`src/rtl/bus_pkg.sv`:
```
// Shared definitions for the 6502 memory bus controller.
//   - default address/data widths
//   - upper bound on configurable wait states
//   - one-hot state encoding for the access FSM
//   - helper to size the wait-state counter
package bus_pkg;

  localparam int ADDR_W_DEF      = 16;
  localparam int DATA_W_DEF      = 8;
  localparam int MAX_WAIT_STATES = 15;

  // One-hot bit positions
  localparam int S_IDLE   = 0;
  localparam int S_ACCESS = 1;
  localparam int S_DONE   = 2;
  localparam int N_STATES = 3;

  typedef enum logic [N_STATES-1:0] {
    IDLE   = 3'b001,
    ACCESS = 3'b010,
    DONE   = 3'b100
  } state_e;

  // Counter must hold WAIT_STATES; never narrower than one bit.
  function automatic int cnt_width(input int wait_states);
    int w;
    w = $clog2(wait_states + 1);
    return (w < 1) ? 1 : w;
  endfunction

endpackage

```
`src/rtl/bus_wait_counter.sv`:
```
// Wait-state down counter for the bus access phase.
// Ports:
//   clk     in   system clock
//   resetn  in   asynchronous active-low reset
//   load    in   load LOAD_VAL (start of an access)
//   dec     in   decrement by one
//   zero    out  counter currently holds zero
// Loads only when asked; decrement is gated by the caller so it never wraps.
module wait_counter #(
  parameter int WIDTH    = 1,
  parameter int LOAD_VAL = 0
) (
  input  logic clk,
  input  logic resetn,
  input  logic load,
  input  logic dec,
  output logic zero
);

  logic [WIDTH-1:0] cnt_q;

  always_ff @(posedge clk or negedge resetn) begin
    if (!resetn) begin
      cnt_q <= '0;
    end else if (load) begin
      cnt_q <= WIDTH'(LOAD_VAL);
    end else if (dec && (cnt_q != '0)) begin
      cnt_q <= cnt_q - WIDTH'(1);
    end
  end

  assign zero = (cnt_q == '0);

endmodule

```
`src/rtl/mem_bus_ctrl.sv`:
```
// Bus interface between the 6502 core and an external asynchronous SRAM/ROM.
// A one-cycle request is turned into a strobed access of WAIT_STATES+1 cycles
// followed by a one-cycle DONE phase that pulses rdy.
// Ports:
//   clk, resetn            clock / async active-low reset
//   req, we, addr, wr_data request from the core (sampled together)
//   rd_data                last completed read byte (registered)
//   rdy                    one-cycle completion pulse
//   busy                   high whenever the FSM is not IDLE
//   ovr                    sticky flag: a request was dropped while busy
//   mem_addr, mem_dout     registered external address / write data
//   mem_din                external read data
//   mem_ce_n/oe_n/we_n     registered active-low memory strobes
module mem_bus_ctrl
  import bus_pkg::*;
#(
  parameter int ADDR_W      = ADDR_W_DEF,
  parameter int DATA_W      = DATA_W_DEF,
  parameter int WAIT_STATES = 1
) (
  input  logic              clk,
  input  logic              resetn,
  input  logic              req,
  input  logic              we,
  input  logic [ADDR_W-1:0] addr,
  input  logic [DATA_W-1:0] wr_data,
  output logic [DATA_W-1:0] rd_data,
  output logic              rdy,
  output logic              busy,
  output logic              ovr,
  output logic [ADDR_W-1:0] mem_addr,
  output logic [DATA_W-1:0] mem_dout,
  input  logic [DATA_W-1:0] mem_din,
  output logic              mem_ce_n,
  output logic              mem_oe_n,
  output logic              mem_we_n
);

  localparam int CNT_W = cnt_width(WAIT_STATES);

  if (WAIT_STATES > MAX_WAIT_STATES || WAIT_STATES < 0) begin : g_ws_check
    $fatal(1, "mem_bus_ctrl: WAIT_STATES must be within 0..15");
  end

  state_e state_q, state_d;
  logic   op_we_q;
  logic   cnt_zero;
  logic   accept;
  logic   we_next;

  // Output values for the next cycle, registered below
  logic   ce_n_d, oe_n_d, we_n_d, rdy_d, busy_d;

  assign accept  = (state_q == IDLE) && req;
  // Direction of the access the FSM is about to be in
  assign we_next = accept ? we : op_we_q;

  wait_counter #(
    .WIDTH    (CNT_W),
    .LOAD_VAL (WAIT_STATES)
  ) u_wait (
    .clk    (clk),
    .resetn (resetn),
    .load   (accept),
    .dec    (state_q == ACCESS),
    .zero   (cnt_zero)
  );

  // State register
  always_ff @(posedge clk or negedge resetn) begin
    if (!resetn) begin
      state_q <= IDLE;
    end else begin
      state_q <= state_d;
    end
  end

  // Next-state logic
  always_comb begin
    state_d = state_q;
    unique case (state_q)
      IDLE:    if (req)      state_d = ACCESS;
      ACCESS:  if (cnt_zero) state_d = DONE;
      DONE:                  state_d = IDLE;
      default:               state_d = IDLE;
    endcase
  end

  // Output decode from the upcoming state so the strobes can be registered
  // and still line up with the state they belong to.
  always_comb begin
    ce_n_d = 1'b1;
    oe_n_d = 1'b1;
    we_n_d = 1'b1;
    rdy_d  = 1'b0;
    busy_d = 1'b0;
    unique case (state_d)
      ACCESS: begin
        ce_n_d = 1'b0;
        oe_n_d = we_next;
        we_n_d = !we_next;
        busy_d = 1'b1;
      end
      DONE: begin
        ce_n_d = 1'b0;
        rdy_d  = 1'b1;
        busy_d = 1'b1;
      end
      default: ;
    endcase
  end

  always_ff @(posedge clk or negedge resetn) begin
    if (!resetn) begin
      mem_ce_n <= 1'b1;
      mem_oe_n <= 1'b1;
      mem_we_n <= 1'b1;
      rdy      <= 1'b0;
      busy     <= 1'b0;
    end else begin
      mem_ce_n <= ce_n_d;
      mem_oe_n <= oe_n_d;
      mem_we_n <= we_n_d;
      rdy      <= rdy_d;
      busy     <= busy_d;
    end
  end

  // Request capture: address/data hold through DONE and retain in IDLE
  always_ff @(posedge clk or negedge resetn) begin
    if (!resetn) begin
      mem_addr <= '0;
      mem_dout <= '0;
      op_we_q  <= 1'b0;
    end else if (accept) begin
      mem_addr <= addr;
      mem_dout <= wr_data;
      op_we_q  <= we;
    end
  end

  // Read data is sampled on the final ACCESS cycle, visible with rdy
  always_ff @(posedge clk or negedge resetn) begin
    if (!resetn) begin
      rd_data <= '0;
    end else if ((state_q == ACCESS) && cnt_zero && !op_we_q) begin
      rd_data <= mem_din;
    end
  end

  // Requests arriving while busy are dropped; remember that it happened
  always_ff @(posedge clk or negedge resetn) begin
    if (!resetn) begin
      ovr <= 1'b0;
    end else if (req && (state_q != IDLE)) begin
      ovr <= 1'b1;
    end
  end

endmodule

```
`config.mk`:
```
export PLATFORM = sky130hd
export DESIGN_NAME = mem_bus_ctrl
export DESIGN_NICKNAME = d
export VERILOG_FILES = /design/src/rtl/bus_pkg.sv /design/src/rtl/bus_wait_counter.sv /design/src/rtl/mem_bus_ctrl.sv
export SDC_FILE = /design/constraint.sdc
export NUM_CORES = 1
export LEC_CHECK = 0
export BUFFER_PORTS_ARGS = -buffer_cell sky130_fd_sc_hd__buf_2
export CORE_ASPECT_RATIO = 0.6
export CORE_MARGIN = 2
export CORE_UTILIZATION = 40
export CTS_CLUSTER_DIAMETER = 200
export CTS_CLUSTER_SIZE = 25
export DETAILED_ROUTE_END_ITERATION = 7
export GPL_ROUTABILITY_DRIVEN = 0
export PLACE_DENSITY = 0.7
export RECOVER_POWER = 100
export SYNTH_ARGS = -nofsm -noshare
export SYNTH_HDL_FRONTEND = slang
export SYNTH_SLANG_ARGS = --single-unit
```
`constraint.sdc`:
```
create_clock -name clk -period 2 [get_ports clk]
set_input_delay 0.4 -clock clk [delete_from_list [all_inputs] [get_ports clk]]
set_output_delay 0.4 -clock clk [all_outputs]
set_load 0.1 [all_outputs]
```
### Word-level counts from Yosys, hierarchy flattened

Cells that the tools add are included.

* add/sub/neg operators: 1
* multipliers: 0
* divide/modulo/power cells: 0
* magnitude comparators: 0
* equality and inequality tests: 5
* shift-type cells: 0
* mux-type cells: 11
* bitwise operators: 1
* reduce and logical (&&, ||, !) cells: 9

Operators by type and width (count)
* 1-bit two-way mux: 8
* 3-bit by 2-bit equality test with 1-bit output, second input constant: 2
* 3-bit two-way mux: 2
* 3-bit one-hot mux with 2 select lines: 1
* 1-bit logical AND: 5
* 3-bit by 1-bit equality test with 1-bit output, second input constant: 1
* 3-bit equality test, second input constant: 1
* 3-bit by 1-bit inequality test with 1-bit output, second input constant: 1
* 1-bit logical NOT: 2
* 2-bit nonzero test: 1
* 2-bit OR reduction: 1
* 1-bit inverter: 1
* 1-bit subtractor, second input constant: 1

* bits in registers: 43
* latch bits: 0
* RAM bits: 0
* bits in read-only memories: 0
* input bits: 36
* output and inout port bits: 38
* logic and storage cells: 39
* memories kept: 0

### Logic depth before layout (Yosys ltp)

* depth after elaboration: 5
* gate-level depth with buffers: 5
* gate-level depth less buffers: 3

### Modules after synthesis

From an unflattened synthesis, not the netlist that was laid out.

* cell total of the unflattened synthesis: 97
* area, all modules: 1676.6 sq um

Modules (own cells, without submodules)
* mem_bus_ctrl: instances 1, cells each 94, area each 1636.6 sq um, seq. area each 1056.0 sq um
* wait_counter: instances 1, cells each 3, area each 40.0 sq um, seq. area each 25.0 sq um

### Worst setup path before layout

Ideal clock, no wire load.

* path type: flip-flop to flip-flop
* start: register state_q[0]
* end: register mem_oe_n
* setup time: 82 ps
* data arrival time: 1542 ps
* required time: 1918 ps
* slack: 377 ps
* cell stages (with the launch flop): 5
* buffers on the path: 1
* period minus slack after synthesis: 1623 ps
* path through: dfstp_2 -> nor4bb_1 -> buf_4 -> mux2_4 -> a211o_1

* word-level cells in the longest chain between the ends: 4
* elaborated cells on any way between the ends: 9
* classes of those cells: eq/ne: 3; mux: 5; reduce/logical: 1

RTL lines
* start: declaration: line mem_bus_ctrl.sv:45 `state_e state_q, state_d;`
* start signal: assignment: line mem_bus_ctrl.sv:74 `state_q <= state_d;`
* 3-bit by 1-bit equality test with 1-bit output: line mem_bus_ctrl.sv:54 `assign accept = (state_q == IDLE) && req;`
* 1-bit logical AND: line mem_bus_ctrl.sv:54
* 1-bit two-way mux
* net we_next: line mem_bus_ctrl.sv:49 `logic we_next;`
* 1-bit two-way mux: line mem_bus_ctrl.sv:97 `unique case (state_d)`
* net oe_n_d: line mem_bus_ctrl.sv:52 `logic ce_n_d, oe_n_d, we_n_d, rdy_d, busy_d;`
* end signal: assignment: line mem_bus_ctrl.sv:122 `mem_oe_n <= oe_n_d;`
* end: declaration: line mem_bus_ctrl.sv:35 `output logic mem_oe_n,`

The timed path passes the listed nets, and every way through them passes these cells.
A chain may end at the register's enable or synchronous reset.

### Worst setup path in the final report

* start: register state_q[0]
* end: register mem_dout[1]

* word-level cells in the longest chain between the ends: 2

RTL lines
* 3-bit by 1-bit equality test with 1-bit output: line mem_bus_ctrl.sv:54
* 1-bit logical AND: line mem_bus_ctrl.sv:54
* end signal: assignment: line mem_bus_ctrl.sv:137 `mem_dout <= wr_data;`
* end: declaration: line mem_bus_ctrl.sv:32 `output logic [DATA_W-1:0] mem_dout,`

No other way between the ends.

==> summary.txt <==
Clocking
  – Hold_buf cts: 0
  – Clock tree buffer depth: 2
  – PostCTS Resize Cnt: 0
  – Clock sink count: 43
  – Postcts setup bufs: 0
  – H-tree levels: 2
  – Num CTS Buffers: 5
  – Clock transition at path regs: 70 ps
  – Clock root buffer: clkbuf_8
  – Worst skew pair latency: 290 ps
  – TritonCTS clock tree: built

Place
  – DP Worst Slack: 218 ps
  – Buffers added on ports: 73
  – Placed cell areas: 0.00206 mm²
  – Placed Cells: 218
  – HPWL Detailed: 2.32 mm

Global routing
  – GRT Resource Usage Total: 15.2%
  – Total gr overflow: 0
  – Largest net degree at the start of global routing: 44
  – Initial antenna violation count: 0
  – Vias in the first global route: 1098
  – First-pass GRT wire length: 5.06 mm

Final layout
  – Share of cells above drive strength 1: 65.9%
  – Finished Layout Cells: 226
  – Final nets: 214
  – Layout fillers: 309
  – Area Overhead vs Synth: 29.9%
  – Design area: 0.00212 mm²
  – Diode count: 0

Floorplanning
  – I/O Pins: 74
  – Die H: 53.5 µm
  – Die area: 0.00462 mm²
  – Row count: 17
  – Core footprint: 0.00379 mm²
  – Die width: 86.4 µm
  – Initial Utilization: 43.1%

STA
  – Fin. Hold Viols: 0
  – RSZ-0062 raised after global routing: no
  – Setup ws final: 196 ps
  – Worst Clk Skew: 3.41 ps
  – Tcrit/Tclk final: 90.2%
  – Fin crit period: 1800 ps
  – Slew Viols, Final: 0
  – Slew @ Worst Pin: 1020 ps
  – Setup violators final: 0
  – TNS Setup: 0 ps
  – Slew HR: 31.7%
  – Max frequency: 554 MHz

Yosys
  – Dominant synthesized flop cell: dfrtp_1
  – Main area contributors after synthesis: dfrtp_1 60%, mux2_2 22%, dfstp_2 6.4%
  – Syn Area/Cell: 16.3 µm²
  – Netlist cell types: 18
  – Sequential share of the synthesized area: 66.3%
  – Syn Nets: 136
  – Post-Synthesis Cells: 100
  – Synthesized flop and latch total: 43
  – Top-area cell type share of the netlist area: 59.9%
  – Synth warnings: 0
  – EDFF count, synth: 0
  – Ys async rst share: 100%
  – Synthesized area: 0.00163 mm²
  – Cell with the most instances after synthesis: dfrtp_1
  – Most frequent cells after synthesis: 39 x dfrtp_1, 32 x mux2_2, 4 x dfstp_2
  – Top cell type by total area after synthesis: dfrtp_1

Route
  – Antenna-violating nets left: 0
  – First-pass detailed-route iteration total: 4
  – Wirelength per Cell: 14.0 µm
  – DRT iter0 DRCs: 21
  – Vias: 1107
  – Vias per cell: 4.90
  – WL final: 3.16 mm
  – # DRC: 0

Worst setup path
  – Setup CP Type: reg -> reg
  – CP Max Fanout: 24
  – Worst Path Required: 2170 ps
  – Crit Reg-Reg Endpoint: mem_dout[1]
  – Worst Setup End Kind: flop
  – R2r setup slk: 200 ps
  – Worst EP arrival: 1980 ps
  – Reg2reg path depth: 3
  – Worst reg2reg startpoint: state_q[0]
  – CP Launch Type: flop

Hold path
  – Hold path endpoint: mem_addr[10]
  – Hold Path Cell Cnt: 2
  – Hold path start: addr[10]
  – Tightest Hold Check Type: in -> reg

Outcome
  – Status: complete, no violations

Flow run
  – Max cap viols: 0
-- layout make-up --
type	instances	area, µm²	area share (%)
Timing Repair Buffer	75	378	17.8
Inverter	3	11.3	0.532
Clock inverter	1	5.00	0.236
Clock buffer	7	76.3	3.60
Multi-Input combinational cell	50	508	24.0
Tap cell	47	58.8	2.78
Sequential cell	43	1080	51.0
-- metal layers --
metal | global-route usage [%] | share of wire (%) | wire [µm]
met3 | 6.71 | 9.8 | 311
met4 | 7.29 | 0.79 | 25
met2 | 23.2 | 46 | 1460
met5 | 0 | 0 | 0
met1 | 18.7 | 43 | 1360
-- cell usage in the layout (no fill, tap or decap), drive strengths merged --
cell / count
mux2: 33
nor4: 1
nor3b: 1
clkbuf: 46
inv: 3
nor4bb: 1
clkinv: 1
nand3b: 3
buf: 36
a21o: 1
nor3: 2
a211o: 1
nand2b: 1
o21ai: 2
dfrtp: 39
a21oi: 2
dfstp: 4
nand2: 2
-- state kept, by name (all words and copies together), names as in the netlist --
name	cells
mem_we_n	1
busy	1
mem_ce_n	1
mem_dout	8
mem_addr	16
op_we_q	1
state_q	3
mem_oe_n	1
u_wait.cnt_q	1
rdy	1
rd_data	8
ovr	1
-- worst max-delay path, cell delays in order (launching register included) --
cell,delay [ps]
dfstp_1,600
nor4bb_4,340
buf_4,360
mux2_2,380
-- how the worst max path moves through the flow --
stage          startpoint            to  slack, ps  depth (start not counted)
4_1_cts        state_q[2]   mem_dout[1]        210                          3
3_5_place_dp   state_q[2]   mem_addr[6]        220                          3
2_1_floorplan  state_q[0]      mem_oe_n        380                          4
3_3_place_gp   state_q[0]  mem_addr[12]        300                          3
5_1_grt        state_q[0]   mem_addr[0]         80                          3
6_report       state_q[0]   mem_dout[1]        200                          3
-- through the flow --
stage | hold WS, ps | util, %
after floorplan | 104 | -
after global placement | 386 | 54.3
after detailed placement | 389 | 54.3
after CTS | 67.8 | 56.4
after global routing | 319 | 55.9
final | 337 | 55.9
-- cell families after synthesis --
family                 Yosys count  synth area share, %
flip-flops                      43                 66.3
multiplexers                    33                 23.0
AND/OR/NAND/NOR                 11                 5.22
buffers and inverters            7                 3.22
AO/OA/AOI/OAI                    6                 2.23
Power is not shown: default switching activity piles up to over one toggle a cycle in this logic, so the estimate is an artifact.
